===== src/rtl/main_pkg.sv =====
// Shared definitions for the operand-registered ALU: state encodings,
// select-bit indices and the default datapath width.
package main_pkg;

    localparam int unsigned WIDTH_DEF = 8;

    localparam logic [1:0] ST_OFF   = 2'b00;
    localparam logic [1:0] ST_READY = 2'b01;
    localparam logic [1:0] ST_RUN   = 2'b10;
    localparam logic [1:0] ST_ERROR = 2'b11;

    localparam int unsigned IN_PERSIST = 2;
    localparam int unsigned IN_LOAD    = 1;
    localparam int unsigned IN_CLR     = 0;

    localparam int unsigned OP_ADD = 6;
    localparam int unsigned OP_SUB = 5;
    localparam int unsigned OP_MUL = 4;
    localparam int unsigned OP_DIV = 3;
    localparam int unsigned OP_AND = 2;
    localparam int unsigned OP_OR  = 1;
    localparam int unsigned OP_XOR = 0;

    function automatic logic is_onehot7(input logic [6:0] v);
        int unsigned cnt;
        cnt = 0;
        for (int unsigned i = 0; i < 7; i++) begin
            if (v[i]) cnt = cnt + 1;
        end
        return (cnt == 1);
    endfunction

endpackage


===== src/rtl/main_alu_core.sv =====
// Combinational ALU: one-hot op select over two unsigned operands, flagging
// a malformed select or a divide by zero.
module alu_core
    import main_pkg::*;
#(
    parameter int unsigned WIDTH = WIDTH_DEF
) (
    input  logic [WIDTH-1:0] a,
    input  logic [WIDTH-1:0] b,
    input  logic [6:0]       out_sel,
    output logic [WIDTH-1:0] result,
    output logic             err
);

    logic [2*WIDTH-1:0] prod;
    logic               onehot;
    logic               div_zero;

    always_comb begin
        prod     = '0;
        result   = '0;
        onehot   = is_onehot7(out_sel);
        div_zero = out_sel[OP_DIV] && (b == '0);
        err      = !onehot || div_zero;
        if (onehot) begin
            unique case (1'b1)
                out_sel[OP_ADD]: result = a + b;
                out_sel[OP_SUB]: result = a - b;
                out_sel[OP_MUL]: begin
                    prod   = {{WIDTH{1'b0}}, a} * {{WIDTH{1'b0}}, b};
                    result = prod[WIDTH-1:0];
                end
                // Quotient forced to zero on b==0 so no X leaks; err blocks its use.
                out_sel[OP_DIV]: result = div_zero ? '0 : a / b;
                out_sel[OP_AND]: result = a & b;
                out_sel[OP_OR]:  result = a | b;
                out_sel[OP_XOR]: result = a ^ b;
                default:         result = '0;
            endcase
        end
    end

endmodule


===== src/rtl/main.sv =====
// Operand-registered ALU top: operand registers, run-control FSM and
// registered result around the combinational alu_core.
module main
    import main_pkg::*;
#(
    parameter int unsigned WIDTH = WIDTH_DEF
) (
    input  logic             clk,
    input  logic             on,
    input  logic             rst,
    input  logic [2:0]       in_sel,
    input  logic [WIDTH-1:0] num1,
    input  logic [WIDTH-1:0] num2,
    output logic [WIDTH-1:0] final1,
    output logic [WIDTH-1:0] final2,
    input  logic [6:0]       out_sel,
    output logic [WIDTH-1:0] out,
    output logic [1:0]       currState,
    output logic [1:0]       nextState
);

    logic [1:0]       state_q, state_d;
    logic [WIDTH-1:0] final1_q, final1_d;
    logic [WIDTH-1:0] final2_q, final2_d;
    logic [WIDTH-1:0] out_q, out_d;
    logic [WIDTH-1:0] alu_result;
    logic             alu_err;

    alu_core #(
        .WIDTH (WIDTH)
    ) u_alu_core (
        .a       (final1_q),
        .b       (final2_q),
        .out_sel (out_sel),
        .result  (alu_result),
        .err     (alu_err)
    );

    always_comb begin
        state_d = state_q;
        if (!on) begin
            state_d = ST_OFF;
        end else begin
            case (state_q)
                ST_OFF:   state_d = ST_READY;
                ST_READY: state_d = ST_RUN;
                ST_RUN:   state_d = alu_err ? ST_ERROR : ST_RUN;
                ST_ERROR: state_d = ST_ERROR;
                default:  state_d = ST_OFF;
            endcase
        end
    end

    always_comb begin
        final1_d = final1_q;
        final2_d = final2_q;
        if (on) begin
            if (in_sel[IN_CLR]) begin
                final1_d = '0;
                final2_d = '0;
            end else if (in_sel[IN_LOAD]) begin
                final1_d = num1;
                final2_d = num2;
            end else if (in_sel[IN_PERSIST]) begin
                final1_d = final1_q;
                final2_d = final2_q;
            end
        end
    end

    // Result is computed from the pre-edge operands, so a same-cycle load
    // only affects the following result.
    always_comb begin
        out_d = out_q;
        if (on && (state_q == ST_RUN) && !alu_err) begin
            out_d = alu_result;
        end
    end

    always_ff @(posedge clk or posedge rst) begin
        if (rst) begin
            state_q  <= ST_OFF;
            final1_q <= '0;
            final2_q <= '0;
            out_q    <= '0;
        end else begin
            state_q  <= state_d;
            final1_q <= final1_d;
            final2_q <= final2_d;
            out_q    <= out_d;
        end
    end

    assign final1    = final1_q;
    assign final2    = final2_q;
    assign out       = out_q;
    assign currState = state_q;
    assign nextState = state_d;

endmodule


===== config.mk =====
export PLATFORM = sky130hd
export DESIGN_NAME = main
export DESIGN_NICKNAME = d
export VERILOG_FILES = /design/src/rtl/main_pkg.sv /design/src/rtl/main_alu_core.sv /design/src/rtl/main.sv
export SDC_FILE = /design/constraint.sdc
export NUM_CORES = 1
export LEC_CHECK = 0
export CAP_MARGIN = 20
export CORE_ASPECT_RATIO = 1.75
export CORE_UTILIZATION = 58
export CTS_CLUSTER_DIAMETER = 80
export DETAILED_ROUTE_END_ITERATION = 8
export PLACE_DENSITY = 0.94
export SLEW_MARGIN = 20
export SYNTH_ARGS = -nofsm -noshare
export SYNTH_HDL_FRONTEND = slang
export SYNTH_SLANG_ARGS = --single-unit
export TNS_END_PERCENT = 10

===== constraint.sdc =====
create_clock -name clk -period 11.4 [get_ports clk]
set_clock_uncertainty 0.05 [all_clocks]
set_input_delay 1.14 -clock clk [delete_from_list [all_inputs] [get_ports clk]]
set_output_delay 1.14 -clock clk [all_outputs]
set_load 0.1 [all_outputs]

# ---- After elaboration in Yosys (flattened, before gate mapping)
# Index checks and enable logic that the tools add are counted.
# W data, S select, Z words.
dict set report totals {
  regBits 26
  out_inout_bits 28
  inputBits 29
}
dict set report classes {
  n_bitwise 3
  eq_ne 4
  n_addsub 8
  mux 17
  n_reduce_logical 10
  mul 1
  div 1
}
# cell count
set op_table {}
lappend op_table {{$mux W32} 6}
lappend op_table {{$add A32 B1 Y32 const B} 5}
lappend op_table {{$pmux W8 S7} 1}
lappend op_table {{$mux W8} 6}
lappend op_table {{$eq A32 B1 Y1 const B} 1}
lappend op_table {{$add A8 B8 Y8} 1}
lappend op_table {{$and A8 B8 Y8} 1}
lappend op_table {{$div A8 B8 Y8} 1}
lappend op_table {{$logic_not A8 Y1} 1}
lappend op_table {{$mul A8 B8 Y8} 1}
lappend op_table {{$or A8 B8 Y8} 1}
lappend op_table {{$pmux W2 S4} 1}
lappend op_table {{$sub A8 B8 Y8} 1}
lappend op_table {{$xor A8 B8 Y8} 1}
lappend op_table {{$eq A2 B2 Y1 const B} 2}
lappend op_table {{$logic_and A1 B1 Y1} 3}
lappend op_table {{$add A1 B1 Y2 const B} 1}
lappend op_table {{$eq A2 B1 Y1 const B} 1}
lappend op_table {{$logic_not A1 Y1} 2}
lappend op_table {{$logic_not A2 Y1} 1}
lappend op_table {{$mux W1} 2}
lappend op_table {{$mux W2} 1}
lappend op_table {{$reduce_and A2 Y1} 1}
lappend op_table {{$reduce_bool A2 Y1} 1}
lappend op_table {{$logic_or A1 B1 Y1} 1}

# ---- Logic depth before layout (Yosys ltp)
dict set report logic_depth {
  ltp_word 19
  depth_mapped 52
  ltp_nobuf 50
}

# ---- By module
# Synthesis repeated with hierarchy kept, for this count alone.
dict set report hier_totals {
  hier_cells 574
  hier_area_um2 4835.9
}
# mod n_inst cells_each seq_area_each_um2 area_each_um2
set modules_own_cells {}
lappend modules_own_cells {alu_core 1 475 0.0 3652.3}
lappend modules_own_cells {main 1 99 650.6 1183.6}

# ---- Least setup slack after synthesis
# OpenSTA, ideal clock, no wires.
dict set report synth_path {
  path_type {register to register}
  startpoint {reg final2_q[0] (netlist: final2[0])}
  endpoint {reg out_q[0] (netlist: out[0])}
  path_stages_with_launch 50
  slack_ns 0.901
  required_ns 11.225
  setup_time_ns 0.125
  synth_period_minus_slack_ns 10.499
  arrival_time_ns 10.324
  path_cell_list {dfrtp_1 inv_1 ha_1 a31oi_1 ha_1 nand2_1 nand2_1 a21oi_1 nor2_1 ha_1 o21a_1 o21a_1 o21a_1 mux2_2 inv_1 ha_1 o21a_1 o21a_1 (+14 left out) nand2_1 o21ai_0 ha_1 o21a_1 o21ai_0 a21oi_1 a41oi_1 clkbuf_1 nand2_1 o21ai_0 ha_1 a21boi_0 o21ai_0 nand2b_1 a21oi_1 o21ai_0 a21oi_1 mux2i_1}
}
dict set report synth_between {
  elab_chain_len 5
  elab_cells_between_ends 15
  classes_between {add/sub (2); mul (1); div (1); mux (3); bitwise (3); reduce/logical (5)}
}
# item line_no
set synth_lines {}
lappend synth_lines {{from (decl)} main.sv:24} ;# logic [WIDTH-1:0] final2_q, final2_d;
lappend synth_lines {{from (signal assigned)} main.sv:89} ;# final2_q <= final2_d;
lappend synth_lines {{parallel branches: the longest is 5 deep, another holds $div A8 B8 Y8} -}
lappend synth_lines {{to (signal assigned)} main.sv:90} ;# out_q <= out_d;
lappend synth_lines {{to (decl)} main.sv:25} ;# logic [WIDTH-1:0] out_q, out_d;
# Parallel ways; which one is timed is not known.
# A chain may end at the register's enable or synchronous reset.

# ---- Worst setup path after layout
dict set report layout_path {
  startpoint {reg final2_q[7] (netlist: final2[7])}
  endpoint {reg out_q[0] (netlist: out[0])}
}
# The elaborated chain is that of the path after synthesis.

==> insert_results.sql <==
INSERT INTO impl_metrics (metric_group, metric, value, unit) VALUES
('critical_path', 'crit_required', '11.48', 'ns'),
('routing', 'number_of_vias_in_the_routed_layout', '4863', ''),
('routing', 'route.antenna.remaining_nets', '0', ''),
('critical_path', 'maximum_cell_stage_delay_along_the_critical_path', '0.55', 'ns'),
('min_path', 'origin_of_the_worst_min_delay_path', 'out[3]', ''),
('critical_path', 'path_common_cell', 'sky130_fd_sc_hd__o21a_1', ''),
('status', 'status', 'complete, no violations', ''),
('sta', 'timing_hold_violations_final', '0', ''),
('yosys', 'ys_warn_count', '0', ''),
('global_routing', 'antenna_found_initial', '0', ''),
('power_and_ir_drop', 'vdd_drop_max', '0.406', 'mV'),
('power_and_ir_drop', 'p_int', '776', 'uW'),
('yosys', 'synth_seq_area_share', '13.7', '%'),
('yosys', 'post-synth-top-area-cell', 'sky130_fd_sc_hd__ha_1', ''),
('layout', 'final_cell_area', '0.00551', 'mm^2'),
('placement', 'post-dp-hpwl', '10700', 'um'),
('power_and_ir_drop', 'finalPower', '1.74', 'mW'),
('global_routing', 'grt_first_pass_wirelength', '23400', 'um'),
('yosys', 'post_synth_inst_count', '596', ''),
('yosys', 'ffs_w_async_s_r_synth', '100', '%'),
('min_path', 'endpoint_worst_hold', 'out[3]', ''),
('layout', 'areaGrowthSynthToFinish', '16.2', '%'),
('yosys', 'synth.top_cells.by_area', 'sky130_fd_sc_hd__ha_1, sky130_fd_sc_hd__dfrtp_1, sky130_fd_sc_hd__xnor2_1, sky130_fd_sc_hd__fa_1, sky130_fd_sc_hd__inv_1', ''),
('sta', 'time_the_worst_path_needs_with_i_o_delays_and_setup', '10.78', 'ns'),
('min_path', 'hold_class', 'flip-flop to flip-flop', ''),
('min_path', 'hold_depth', '1', ''),
('critical_path', 'criticalPathCategory', 'flip-flop to flip-flop', ''),
('sta', 'post-route-worst-setup-slack', '0.618', 'ns'),
('power_and_ir_drop', 'power_per_cell_area', '316', 'mW/mm^2'),
('clocking', 'cts-buffers-inserted', '3', ''),
('yosys', 'combinational_family_with_the_most_area_after_synthesis', 'adder cells', ''),
('yosys', 'yosys_most_used_dff', 'sky130_fd_sc_hd__dfrtp_1', ''),
('placement', 'io_buffers', '55', ''),
('clocking', 'cts_hold_buffers', '0', ''),
('floorplanning', 'die_height', '122', 'um'),
('layout', 'n_antenna_cell', '0', ''),
('routing', 'drc', '0', ''),
('yosys', 'synth_simple_gate_area_share', '19.0', '%'),
('sta', 'setup-tns-final', '0', 'ns'),
('floorplanning', 'die_w', '70.3', 'um'),
('yosys', 'synth_compound_area_share', '20.9', '%'),
('sta', 'tightest_slew', '0.979', 'ns'),
('yosys', 'synth.mux.area_fraction', '3.38', '%'),
('routing', 'drtIter0Drc', '401', ''),
('clocking', 'cts_num_sinks', '26', ''),
('sta', 'hold_ws', '0.461', 'ns'),
('yosys', 'edff_count_synth', '0', ''),
('yosys', 'yosysTopAreaCellShare', '22.4', '%'),
('critical_path', 'worst_ep_arrival_time', '10.86', 'ns'),
('sta', 'setup_repair_after_global_routing_missed_its_margin', 'false', ''),
('global_routing', 'grt_start_max_net_pins', '33', ''),
('placement', 'gpl.final_weighted_congestion', '0.969', ''),
('power_and_ir_drop', 'share_seq_of_total_power', '8.0', '%'),
('yosys', 'post_synthesis_share_of_cell_area_spent_on_xor_and_xnor_gates', '8.34', '%'),
('job', 'max_cap_viol_count', '0', ''),
('layout', 'share_of_layout_cells_above_drive_strength_1', '5.29', '%'),
('critical_path', 'r2r_end', 'out[0]', ''),
('critical_path', 'worst_r2r_path_depth', '49', ''),
('layout', 'final_cell_mix', 'sky130_fd_sc_hd__ha_1, sky130_fd_sc_hd__inv_1, sky130_fd_sc_hd__nand2_1', ''),
('yosys', 'yosysUniqueCellTypes', '60', ''),
('floorplanning', 'placeableCoreArea', '0.00791', 'mm^2'),
('floorplanning', 'initial_core_util', '59.9', '%'),
('routing', 'detail_route.wirelength', '14500', 'um'),
('clocking', 'tritoncts', 'yes', ''),
('power_and_ir_drop', 'p_leak', '2.55', 'nW'),
('power_and_ir_drop', 'part_of_the_power_in_combinational_logic', '85.9', '%'),
('critical_path', 'critical_path.endpoint_type', 'flip-flop', ''),
('critical_path', 'cp_slowest_cell', 'sky130_fd_sc_hd__dfrtp_1', ''),
('power_and_ir_drop', 'power.switching_fraction', '55.4', '%'),
('critical_path', 'cp_max_fo', '15', ''),
('global_routing', 'global_route.usage.total', '34.0', '%');
[Yosys cell counts (all sizes together), types with 5 or more instances]
cell and instances:
ha 85, clkbuf 19, nor3 22, o221ai 5
a41oi 5, inv 62, mux2 8, a21oi 25
and2 6, nand3 7, o21ai 45, mux2i 7
xor2 9, a221oi 5, a21o 10, nand2b 23
o21a 15, nor2 43, or2 6, fa 13
xnor2 30, dfrtp 26, nand2 58, a31oi 7
[repair_timing]
item,4_1_cts,5_1_grt
hold endpoints to repair,0,0
buffers inserted,0,3
gates resized for setup,0,3
setup endpoints to repair,0,1
[how the worst max path moves through the flow]
stage               from  slack (ns)  cells past startpoint      to
2_1_floorplan  final2[0]        0.90                     49  out[0]
3_3_place_gp   final2[4]        0.75                     46  out[0]
3_5_place_dp   final2[4]        0.30                     46  out[0]
4_1_cts        final2[4]        0.19                     47  out[0]
5_1_grt        final2[0]       0.009                     47  out[0]
6_report       final2[7]        0.62                     49  out[0]
[flip-flops by register name, indices dropped and copies added, names as in the netlist]
name,cells
final1,8
final2,8
out,8
currState,2
[layer usage]
metal / share of wire (%) / GRT usage, %
met5: 0 / 0
met4: 7.6 / 22.6
met3: 7.9 / 6.12
met2: 49 / 60.5
met1: 35 / 36.1
[power by group through the flow]
stage / sequential, mW / combinational [mW] / clock, mW
floorplan: 0.275 / 0.917 / 0
global placement: 0.138 / 1.31 / 0
detailed placement: 0.140 / 1.38 / 0
CTS: 0.138 / 1.40 / 0.106
global route: 0.141 / 1.62 / 0.111
finish: 0.139 / 1.50 / 0.106
[cell type report]
| class | instances | area (um^2) |
|---|---|---|
| Clock buffer | 3 | 75.1 |
| Clock inverter | 1 | 30.0 |
| Fill cell | 560 | 2400 |
| Multi-Input combinational cell | 487 | 3790 |
| Inverter | 62 | 233 |
| Timing Repair Buffer | 64 | 618 |
| Tap cell | 90 | 113 |
| Sequential cell | 26 | 651 |
[cell families after synthesis]
group | after synthesis
xor gates and xnor gates | 41
adders and majority gates | 98
DFF | 26
AOI/OAI and AO/OA | 148
muxes | 15
buffers and inverters | 83
and+or+nand+nor | 185
[worst max-delay path: cells and delay by family (launching register included)]
family | cells | cell delay (ns)
fa+ha+maj | 7 | 2.06
mux | 2 | 0.46
simple gates | 9 | 1.30
buf+inv | 2 | 0.33
flops | 1 | 0.55
compound gates | 29 | 5.89
No activity file was read; power rests on OpenSTA's default activity.
